===== src/rtl/flash_prog_ctrl_pkg.sv =====
// Shared types for the flash program/erase sequencer: op codes, FSM states,
// JEDEC command bytes and the per-op unlock/command step table.
package flash_ctrl_pkg;

  typedef enum logic [1:0] {
    OpProgram     = 2'b00,
    OpSectorErase = 2'b01,
    OpChipErase   = 2'b10,
    OpReset       = 2'b11
  } op_t;

  typedef enum logic [3:0] {
    StIdle,
    StArm,
    StWSetup,
    StWPulse,
    StWHold,
    StRSetup,
    StRSample,
    StCheck,
    StResetCmd,
    StDone
  } state_t;

  localparam logic [7:0] CmdAA = 8'hAA;
  localparam logic [7:0] Cmd55 = 8'h55;
  localparam logic [7:0] CmdA0 = 8'hA0;
  localparam logic [7:0] Cmd80 = 8'h80;
  localparam logic [7:0] Cmd30 = 8'h30;
  localparam logic [7:0] Cmd10 = 8'h10;
  localparam logic [7:0] CmdF0 = 8'hF0;

  typedef enum logic [1:0] {SelU1, SelU2, SelCmd} addr_sel_t;

  typedef struct packed {
    addr_sel_t  sel;
    logic [7:0] data;
  } wr_step_t;

  function automatic logic [2:0] last_step(op_t op);
    case (op)
      OpProgram: return 3'd3;
      OpReset:   return 3'd0;
      default:   return 3'd5;
    endcase
  endfunction

  // Address is returned as a selector so the table stays independent of ADDR_W.
  function automatic wr_step_t step_lookup(op_t op, logic [2:0] step, logic [7:0] prog_data);
    wr_step_t s;
    s = '{sel: SelU1, data: CmdAA};
    case (step)
      3'd1: s = '{sel: SelU2, data: Cmd55};
      3'd2: s = '{sel: SelU1, data: (op == OpProgram) ? CmdA0 : Cmd80};
      3'd3: s = (op == OpProgram) ? '{sel: SelCmd, data: prog_data} : '{sel: SelU1, data: CmdAA};
      3'd4: s = '{sel: SelU2, data: Cmd55};
      3'd5: s = (op == OpSectorErase) ? '{sel: SelCmd, data: Cmd30} : '{sel: SelU1, data: Cmd10};
      default: s = '{sel: SelU1, data: CmdAA};
    endcase
    if (op == OpReset) s = '{sel: SelCmd, data: CmdF0};
    return s;
  endfunction

endpackage


===== src/rtl/flash_prog_ctrl_if.sv =====
// Command/status handshake between the mapper register file and the
// flash program/erase sequencer.
interface flash_prog_ctrl_if #(
  parameter int unsigned ADDR_W = 27
) ();
  logic              cmd_valid;
  logic              cmd_ready;
  logic [1:0]        cmd_op;
  logic [ADDR_W-1:0] cmd_addr;
  logic [7:0]        cmd_data;
  logic              busy;
  logic              done;
  logic              error;

  modport master (
    output cmd_valid, cmd_op, cmd_addr, cmd_data,
    input  cmd_ready, busy, done, error
  );

  modport slave (
    input  cmd_valid, cmd_op, cmd_addr, cmd_data,
    output cmd_ready, busy, done, error
  );
endinterface


===== src/rtl/flash_bus_cycle.sv =====
// Flash strobe generator: a start pulse launches a 3-cycle write
// (setup/pulse/hold) or a 2-cycle read (setup/sample).
module flash_bus_cycle
  import flash_ctrl_pkg::*;
#(
  parameter int unsigned ADDR_W = 27
) (
  input  logic              m2,
  input  logic              reset_n,
  input  logic              start,
  input  logic              is_read,
  input  logic [ADDR_W-1:0] addr,
  input  logic [7:0]        data,
  output logic              last,
  output logic [ADDR_W-1:0] fl_addr,
  output logic [7:0]        fl_dout,
  output logic              fl_drive,
  output logic              fl_ce_n,
  output logic              fl_oe_n,
  output logic              fl_we_n
);

  state_t            state_q, state_d;
  logic [ADDR_W-1:0] addr_q;
  logic [7:0]        dout_q;

  always_comb begin
    state_d = StIdle;
    case (state_q)
      StWSetup: state_d = StWPulse;
      StWPulse: state_d = StWHold;
      StRSetup: state_d = StRSample;
      default:  state_d = StIdle;
    endcase
    // Start is only issued while idle or in the final phase, so cycles chain back to back.
    if (start) state_d = is_read ? StRSetup : StWSetup;
  end

  always_ff @(posedge m2 or negedge reset_n) begin
    if (!reset_n) begin
      state_q <= StIdle;
      addr_q  <= '0;
      dout_q  <= '0;
    end else begin
      state_q <= state_d;
      if (start) addr_q <= addr;
      if (start && !is_read) dout_q <= data;
    end
  end

  // Chip enable drops in the hold phase so CE# returns high between writes.
  assign last     = (state_q == StWHold) || (state_q == StRSample);
  assign fl_addr  = addr_q;
  assign fl_dout  = dout_q;
  assign fl_drive = (state_q == StWSetup) || (state_q == StWPulse) || (state_q == StWHold);
  assign fl_we_n  = (state_q != StWPulse);
  assign fl_oe_n  = !((state_q == StRSetup) || (state_q == StRSample));
  assign fl_ce_n  = !((state_q == StWSetup) || (state_q == StWPulse) ||
                      (state_q == StRSetup) || (state_q == StRSample));

endmodule


===== src/rtl/flash_prog_ctrl.sv =====
// JEDEC program/erase sequencer: walks unlock/command write lists, polls DQ6/DQ5.
// Optional poll timeout enabled by defining FLASH_CTRL_TIMEOUT_EN.
module flash_prog_ctrl
  import flash_ctrl_pkg::*;
#(
  parameter int unsigned       ADDR_W         = 27,
  parameter logic [ADDR_W-1:0] UNLOCK_ADDR1   = 27'h000AAA,
  parameter logic [ADDR_W-1:0] UNLOCK_ADDR2   = 27'h000555,
  parameter logic [23:0]       TIMEOUT_CYCLES = 24'd8_000_000
) (
  input  logic              m2,
  input  logic              reset_n,
  flash_prog_ctrl_if.slave  cmd,
  output logic [ADDR_W-1:0] fl_addr,
  output logic [7:0]        fl_dout,
  input  logic [7:0]        fl_din,
  output logic              fl_drive,
  output logic              fl_ce_n,
  output logic              fl_oe_n,
  output logic              fl_we_n,
  output logic              own_bus
);

  state_t            state_q, state_d;
  op_t               op_q;
  logic [ADDR_W-1:0] addr_q;
  logic [7:0]        data_q;
  logic [2:0]        step_q, step_d, nstep;
  logic              rd2_q, rd2_d, dq5_q, dq5_d, dq6_q, dq6_d, error_q, error_d;
  logic              accept, timeout_hit;
  logic              bus_start, bus_read, bus_last;
  logic [ADDR_W-1:0] bus_addr, wr_addr;
  logic [7:0]        bus_data;
  wr_step_t          ws;
  logic              unused_din;

  assign unused_din = ^{fl_din[7], fl_din[4:0]};

`ifdef FLASH_CTRL_TIMEOUT_EN
  logic [23:0] poll_cnt_q;

  always_ff @(posedge m2 or negedge reset_n) begin
    if (!reset_n) begin
      poll_cnt_q <= '0;
    end else if (accept) begin
      poll_cnt_q <= '0;
    end else if (state_q == StCheck && poll_cnt_q != TIMEOUT_CYCLES) begin
      poll_cnt_q <= poll_cnt_q + 24'd1;
    end
  end

  assign timeout_hit = (poll_cnt_q >= TIMEOUT_CYCLES);
`else
  logic unused_timeout;
  assign unused_timeout = ^TIMEOUT_CYCLES;
  assign timeout_hit    = 1'b0;
`endif

  always_comb begin
    nstep = (state_q == StArm) ? 3'd0 : 3'(step_q + 3'd1);
    ws    = step_lookup(op_q, nstep, data_q);
    case (ws.sel)
      SelU1:   wr_addr = UNLOCK_ADDR1;
      SelU2:   wr_addr = UNLOCK_ADDR2;
      default: wr_addr = addr_q;
    endcase
  end

  always_comb begin
    state_d   = state_q;
    step_d    = step_q;
    rd2_d     = rd2_q;
    dq5_d     = dq5_q;
    dq6_d     = dq6_q;
    error_d   = error_q;
    accept    = 1'b0;
    bus_start = 1'b0;
    bus_read  = 1'b0;
    bus_addr  = wr_addr;
    bus_data  = ws.data;
    case (state_q)
      StIdle: begin
        if (cmd.cmd_valid) begin
          accept  = 1'b1;
          error_d = 1'b0;
          step_d  = 3'd0;
          state_d = StArm;
        end
      end
      StArm: begin
        bus_start = 1'b1;
        state_d   = StWSetup;
      end
      StWSetup: begin
        if (bus_last) begin
          if (step_q != last_step(op_q)) begin
            step_d    = nstep;
            bus_start = 1'b1;
          end else if (op_q == OpReset) begin
            state_d = StDone;
          end else begin
            bus_start = 1'b1;
            bus_read  = 1'b1;
            bus_addr  = addr_q;
            rd2_d     = 1'b0;
            dq5_d     = 1'b0;
            state_d   = StCheck;
          end
        end
      end
      StCheck: begin
        if (bus_last) begin
          bus_addr = addr_q;
          if (!rd2_q) begin
            dq6_d     = fl_din[6];
            rd2_d     = 1'b1;
            bus_start = 1'b1;
            bus_read  = 1'b1;
          end else if (dq6_q == fl_din[6]) begin
            state_d = StDone;
          end else if (dq5_q || timeout_hit) begin
            error_d   = 1'b1;
            bus_start = 1'b1;
            bus_data  = CmdF0;
            state_d   = StResetCmd;
          end else if (fl_din[5]) begin
            // DQ5 seen while toggling: one confirming re-read against this sample.
            dq5_d     = 1'b1;
            dq6_d     = fl_din[6];
            bus_start = 1'b1;
            bus_read  = 1'b1;
          end else begin
            rd2_d     = 1'b0;
            bus_start = 1'b1;
            bus_read  = 1'b1;
          end
        end
      end
      StResetCmd: if (bus_last) state_d = StDone;
      StDone:     state_d = StIdle;
      default:    state_d = StIdle;
    endcase
  end

  always_ff @(posedge m2 or negedge reset_n) begin
    if (!reset_n) begin
      state_q <= StIdle;
      op_q    <= OpProgram;
      addr_q  <= '0;
      data_q  <= '0;
      step_q  <= '0;
      rd2_q   <= 1'b0;
      dq5_q   <= 1'b0;
      dq6_q   <= 1'b0;
      error_q <= 1'b0;
    end else begin
      state_q <= state_d;
      step_q  <= step_d;
      rd2_q   <= rd2_d;
      dq5_q   <= dq5_d;
      dq6_q   <= dq6_d;
      error_q <= error_d;
      if (accept) begin
        op_q   <= op_t'(cmd.cmd_op);
        addr_q <= cmd.cmd_addr;
        data_q <= cmd.cmd_data;
      end
    end
  end

  flash_bus_cycle #(
    .ADDR_W (ADDR_W)
  ) u_bus (
    .m2       (m2),
    .reset_n  (reset_n),
    .start    (bus_start),
    .is_read  (bus_read),
    .addr     (bus_addr),
    .data     (bus_data),
    .last     (bus_last),
    .fl_addr  (fl_addr),
    .fl_dout  (fl_dout),
    .fl_drive (fl_drive),
    .fl_ce_n  (fl_ce_n),
    .fl_oe_n  (fl_oe_n),
    .fl_we_n  (fl_we_n)
  );

  assign own_bus       = (state_q != StIdle) && (state_q != StDone);
  assign cmd.busy      = own_bus;
  assign cmd.cmd_ready = (state_q == StIdle);
  assign cmd.done      = (state_q == StDone);
  assign cmd.error     = error_q;

endmodule


===== src/flat_wrapper.sv =====
// flat-port wrapper written by rule: the top's interface ports become plain ports
module flash_prog_ctrl_flat import flash_ctrl_pkg::*;
#(
  parameter int unsigned       ADDR_W         = 27,
  parameter logic [ADDR_W-1:0] UNLOCK_ADDR1   = 27'h000AAA,
  parameter logic [ADDR_W-1:0] UNLOCK_ADDR2   = 27'h000555,
  parameter logic [23:0]       TIMEOUT_CYCLES = 24'd8_000_000
)
  (m2, reset_n, fl_addr, fl_dout, fl_din, fl_drive, fl_ce_n, fl_oe_n, fl_we_n, own_bus, cmd_cmd_valid, cmd_cmd_op, cmd_cmd_addr, cmd_cmd_data, cmd_cmd_ready, cmd_busy, cmd_done, cmd_error);
  flash_prog_ctrl_if #(.ADDR_W(ADDR_W)) cmd_i ();
  input  logic m2;
  input  logic reset_n;
  output logic [ADDR_W-1:0] fl_addr;
  output logic [7:0] fl_dout;
  input  logic [7:0] fl_din;
  output logic fl_drive;
  output logic fl_ce_n;
  output logic fl_oe_n;
  output logic fl_we_n;
  output logic own_bus;
  input wire logic [$bits(cmd_i.cmd_valid)-1:0] cmd_cmd_valid;
  input wire logic [$bits(cmd_i.cmd_op)-1:0] cmd_cmd_op;
  input wire logic [$bits(cmd_i.cmd_addr)-1:0] cmd_cmd_addr;
  input wire logic [$bits(cmd_i.cmd_data)-1:0] cmd_cmd_data;
  output wire logic [$bits(cmd_i.cmd_ready)-1:0] cmd_cmd_ready;
  output wire logic [$bits(cmd_i.busy)-1:0] cmd_busy;
  output wire logic [$bits(cmd_i.done)-1:0] cmd_done;
  output wire logic [$bits(cmd_i.error)-1:0] cmd_error;
  assign cmd_i.cmd_valid = cmd_cmd_valid;
  assign cmd_i.cmd_op = cmd_cmd_op;
  assign cmd_i.cmd_addr = cmd_cmd_addr;
  assign cmd_i.cmd_data = cmd_cmd_data;
  assign cmd_cmd_ready = cmd_i.cmd_ready;
  assign cmd_busy = cmd_i.busy;
  assign cmd_done = cmd_i.done;
  assign cmd_error = cmd_i.error;
  flash_prog_ctrl #(.ADDR_W(ADDR_W), .UNLOCK_ADDR1(UNLOCK_ADDR1), .UNLOCK_ADDR2(UNLOCK_ADDR2), .TIMEOUT_CYCLES(TIMEOUT_CYCLES)) u_core (.m2(m2), .reset_n(reset_n), .cmd(cmd_i), .fl_addr(fl_addr), .fl_dout(fl_dout), .fl_din(fl_din), .fl_drive(fl_drive), .fl_ce_n(fl_ce_n), .fl_oe_n(fl_oe_n), .fl_we_n(fl_we_n), .own_bus(own_bus));
endmodule

===== config.mk =====
export PLATFORM = sky130hd
export DESIGN_NAME = flash_prog_ctrl_flat
export DESIGN_NICKNAME = d
export VERILOG_FILES = /design/src/rtl/flash_prog_ctrl_pkg.sv /design/src/rtl/flash_prog_ctrl_if.sv /design/src/rtl/flash_bus_cycle.sv /design/src/rtl/flash_prog_ctrl.sv /design/src/flat_wrapper.sv
export SDC_FILE = /design/constraint.sdc
export NUM_CORES = 1
export LEC_CHECK = 0
export ABC_AREA = 1
export BUFFER_PORTS_ARGS = -buffer_cell sky130_fd_sc_hd__buf_2
export CORE_MARGIN = 2
export CORE_UTILIZATION = 52
export CTS_BUF_LIST = sky130_fd_sc_hd__clkbuf_4 sky130_fd_sc_hd__clkbuf_8
export DETAILED_ROUTE_END_ITERATION = 12
export PLACE_DENSITY = 0.79
export SYNTH_ARGS = -nofsm -noshare
export SYNTH_HDL_FRONTEND = slang
export SYNTH_HIERARCHICAL = 1
export SYNTH_SLANG_ARGS = --single-unit

===== constraint.sdc =====
create_clock -name m2 -period 2.4 [get_ports m2]
set_clock_uncertainty 0.15 [all_clocks]
set_input_delay 0.36 -clock m2 [delete_from_list [all_inputs] [get_ports m2]]
set_output_delay 0.36 -clock m2 [all_outputs]
set_load 0.02 [all_outputs]

==> impl.org <==
** Run status
- Result of the run :: complete, no violations

** Detailed routing
- Routed vias :: around 4300
- After detailed routing, the number of vias per cell comes to 5.09.
- Average wire per cell in the routed design :: 13.1 microns
- Once detail routing completed, the nets flagged for antenna violations numbered 0.
- DRC violation count after routing :: 0
- The first TritonRoute pass finished after 5 iterations.
- Iter 0 DRT Violations :: between 300 and 400
- The routed design has 11.1 mm of wire.

** Synthesis
- Fraction of synthesized area in multiplexers :: 0
- Counting every net in the synthesized netlist gives between 600 and 700.
- Of the synthesized area, sequential elements account for 0.467.
- Yosys top cell by area :: sky130_fd_sc_hd__dfrtp_1
- Summing every instance area after synthesis gives 4610 sq um.
- FF+latch count, synth :: 86
- For this run, the number of Yosys warnings is 6.
- Of the post-synthesis cell area, the dominant cell type holds 0.467.
- The number of different library cells used by synthesis comes to 32.
- Synth area leaders :: sky130_fd_sc_hd__dfrtp_1, sky130_fd_sc_hd__nand2_1, sky130_fd_sc_hd__o21ai_0
- Compound-gate portion of the synthesized area :: 0.0877
- Post-Synth Adder-Cell Area :: 0.0136
- Xor and xnor area share after synthesis :: 0.00380
- Of the total synthesized cell area, the portion taken by AND, OR, NAND and NOR gates is 0.341.
- Average cell area after synthesis :: 7.25 sq um
- After synthesis, the largest family of logic cells by area is simple AND/OR/NAND/NOR gates.
- Synthesized instance count :: 636

** Worst setup path
- Critical path cell sequence :: inv_1 -> ha_1 -> xnor2_2 -> and2_4 -> nand4_1 -> o21ai_2 -> o21ai_2 -> buf_4 -> buf_6 -> nand2_2 -> nand3_1
- The number of cells on the worst reg-to-reg path is 11.
- Critical path required time :: 2490 ps
- On the critical path the largest part of the delay comes from simple AND/OR/NAND/NOR gates.
- Worst reg2reg setup slack :: 80 ps
- The worst register-to-register path begins at u_core/op_q[0].
- Tracing the worst setup path back leads to its startpoint at u_core/op_q[0].
- STA classifies the critical path endpoint as a flip-flop.
- R2R Path End :: u_core/u_bus/state_q[1]
- Critical path launch point type :: flip-flop
- By startpoint and endpoint, the worst setup path is classified as flip-flop to flip-flop.
- Most frequent cell on the critical path :: sky130_fd_sc_hd__o21ai_2
- Largest fanout of any net on the critical path :: 12
- The number of buffers and inverters on the critical path is 3.
- At the worst endpoint, the arrival time is around 2400 ps.
- The slowest stage of the critical path belongs to the cell sky130_fd_sc_hd__dfrtp_1.
- Largest stage delay on the critical path :: 390 ps

** Timing
- Remaining max-slew budget at the tightest pin :: 0.728
- The number of endpoints with negative hold slack in the final report was 0.
- Hold is met by 36.5 ps.
- The final count of pins violating max slew was 0.
- Setup violations remaining at the end of the flow were counted as 0.
- After layout, the minimum clock period comes to 2320 ps.
- Based on the critical path, the design can be clocked at up to 0.430 GHz.
- In the finished design, the share of the clock period the worst path needs comes to 0.968.
- For the pin with the worst max-slew slack, the measured transition is 408 ps.

** Layout
- At the end of the flow the core is filled with cells to 0.635.
- Filler instances :: 780
- Of the cells placed in the final design, the portion with a size suffix greater than 1 is 0.212.
- Area growth syn-to-layout :: 19.5%
- In the final layout, flip-flops and latches occupy 2150 sq um.
- With fillers left out, the area of the finished cells amounts to 5510 sq um.
- Number of nets in the layout :: 789
- Most common cell after layout, fill and taps aside :: sky130_fd_sc_hd__nand2_1
- Multi-input logic area :: 2100 sq um
- In the layout the commonest cells are sky130_fd_sc_hd__nand2_1, sky130_fd_sc_hd__dfrtp_1, sky130_fd_sc_hd__buf_2, sky130_fd_sc_hd__inv_1, sky130_fd_sc_hd__o21ai_0.
- The number of antenna diodes in the final layout is 0.

** Floorplanning
- Top-level port count :: slightly above 90
- The floorplan step defined a core boundary enclosing 8680 sq um.
- The floorplan step defined a die boundary enclosing 9630 sq um.
- Die width :: 98.2 microns
- The floorplan step set the die height to just under 100 microns.
- Placement row count :: 34
- Effective utilization at floorplan :: 0.531

** Global routing
- The first global-routing pass estimated 18.8 mm of wire.
- Global routing finished with a remaining overflow of 0.
- GRT Util Overall :: 0.238
- Maximum number of pins on one net before global-route repair :: 67
- Initial antenna violation count :: 0
- The number of global-route vias before repair came to around 4200.

** Power
- In this run the power density over the cells is around 1400 nW/um^2.
- The worst-case IR drop observed on VDD is 0.000663 V.
- Pleak :: 3.07 nW

** Flow run
- Max-cap violations in this run came to 0.

** Place
- Cell area reported after detailed placement :: 5200 sq um
- During placement, the flow inserted port buffers numbering 85.
- DP Wirelength :: 7.71 mm
- Routability-driven placement congestion ratio :: ~0.9

** Hold path
- Worst hold-check path type :: input pin to flip-flop
- Cell depth of the worst min-delay path :: 3
- In this run the most critical hold path is launched from cmd_cmd_data[3].
- Hold Path Sink :: u_core/data_q[3]

** Clock network
- Inserted Clock Buffers :: 9
- Clock Latency Late Sink :: 360 ps
- TritonCTS clock tree :: yes
- CTS max path bufs :: 2
- CTS saw 86 sinks.
- Root Buffer :: sky130_fd_sc_hd__clkbuf_8
- Reg clk slew, reported paths :: around 90 ps
- CTS H-tree depth :: 3
-- synth_stat cells --
cell / number
sky130_fd_sc_hd__a21oi_1: 18
sky130_fd_sc_hd__a21oi_2: 1
sky130_fd_sc_hd__a31oi_1: 1
sky130_fd_sc_hd__and2_1: 1
sky130_fd_sc_hd__buf_2: 4
sky130_fd_sc_hd__buf_4: 11
sky130_fd_sc_hd__buf_6: 4
sky130_fd_sc_hd__clkbuf_1: 5
sky130_fd_sc_hd__dfrtp_1: 86
sky130_fd_sc_hd__ha_1: 5
sky130_fd_sc_hd__inv_1: 59
sky130_fd_sc_hd__inv_2: 4
sky130_fd_sc_hd__nand2_1: 283
sky130_fd_sc_hd__nand2_2: 3
sky130_fd_sc_hd__nand2_4: 1
sky130_fd_sc_hd__nand3_1: 30
sky130_fd_sc_hd__nand3_2: 2
sky130_fd_sc_hd__nand4_1: 6
sky130_fd_sc_hd__nand4_4: 1
sky130_fd_sc_hd__nor2_1: 41
sky130_fd_sc_hd__nor2_2: 2
sky130_fd_sc_hd__nor2_4: 4
sky130_fd_sc_hd__nor3_1: 2
sky130_fd_sc_hd__nor4_1: 1
sky130_fd_sc_hd__o211ai_1: 2
sky130_fd_sc_hd__o21ai_0: 51
sky130_fd_sc_hd__o21ai_2: 1
sky130_fd_sc_hd__o21bai_1: 1
sky130_fd_sc_hd__o22ai_1: 2
sky130_fd_sc_hd__or2_1: 1
sky130_fd_sc_hd__or2_4: 1
sky130_fd_sc_hd__xnor2_1: 2
-- flip-flops by register name (all words and copies together) (netlist names) --
| signal | count |
|---|---|
| u_core/addr_q | 27 |
| u_core/u_bus/fl_addr | 27 |
| u_core/data_q | 8 |
| u_core/u_bus/fl_dout | 8 |
| u_core/state_q | 4 |
| u_core/step_q | 3 |
| u_core/u_bus/state_q | 3 |
| u_core/op_q | 2 |
| u_core/cmd.error | 1 |
| u_core/dq5_q | 1 |
| u_core/dq6_q | 1 |
| u_core/rd2_q | 1 |
-- kinds of logic (layout without fill, tap and decap cells) --
family	Yosys count	in the layout
DFF	86	86
AOI/OAI and AO/OA	77	77
adders and majority gates	5	5
and+or+nand+nor	379	379
buffers and inverters	87	192
xor gates and xnor gates	2	2
-- final cells by class --
class                   instances  area share
multi-input cells             463       0.381
repair buffers                113       0.122
well taps                     108      0.0245
clock inverters                 7      0.0164
flip-flops and latches         86       0.391
clock buffers                   9      0.0225
inverters                      63      0.0434
-- layer usage --
layer / vias up / track usage / wire (microns)
li1: 2177 / - / -
met1: 1988 / 0.321 / 5020
met2: 138 / 0.387 / 5330
met3: 19 / 0.0301 / 535
met4: 0 / 0.110 / 193
met5: - / 0 / 0
-- metrics by stage --
| step | power [mW] | std cells | TNS, ps | setup WS, ps |
|---|---|---|---|---|
| finish | 7.83 | 849 | 0 | 75.7 |
| global route | 8.50 | 849 | -483 | -51.9 |
| CTS | 7.66 | 844 | -6.60 | -6.60 |
| floorplan | 5.43 | 636 | 0 | 49.1 |
| global placement | 6.35 | 827 | 0 | 78.4 |
| detailed placement | 6.51 | 827 | 0 | 10.5 |
-- worst max path at each step --
stage / endpoint / cells past startpoint
finish: u_core/u_bus/state_q[1] / 11
global route: u_core/u_bus/state_q[1] / 9
CTS: u_core/u_bus/fl_dout[5] / 11
detailed placement: u_core/u_bus/fl_addr[23] / 10
global placement: u_core/u_bus/fl_addr[25] / 10
floorplan: u_core/u_bus/fl_dout[0] / 12
-- power by group --
| group | switching (mW) | leakage [nW] | internal (mW) | total (mW) |
|---|---|---|---|---|
| clock network | 0.596 | 0.103 | 0.510 | 1.11 |
| registers | 0.402 | 1.09 | 2.11 | 2.51 |
| logic | 2.74 | 1.88 | 1.47 | 4.21 |
-- worst min-delay path: stages --
cell	delay [ps]
sky130_fd_sc_hd__buf_2	70
sky130_fd_sc_hd__nand2_1	40
sky130_fd_sc_hd__nand2_1	40
-- what timing repair did --
item	in CTS	in global routing
hold buffers	1	0
resized for setup	1	12
setup buffers	0	5
setup endpoints to repair	2	40
endpoints found under the hold margin	20	0
pin swaps	0	3
gates cloned	0	0
Power figures use the tool's default switching activity.
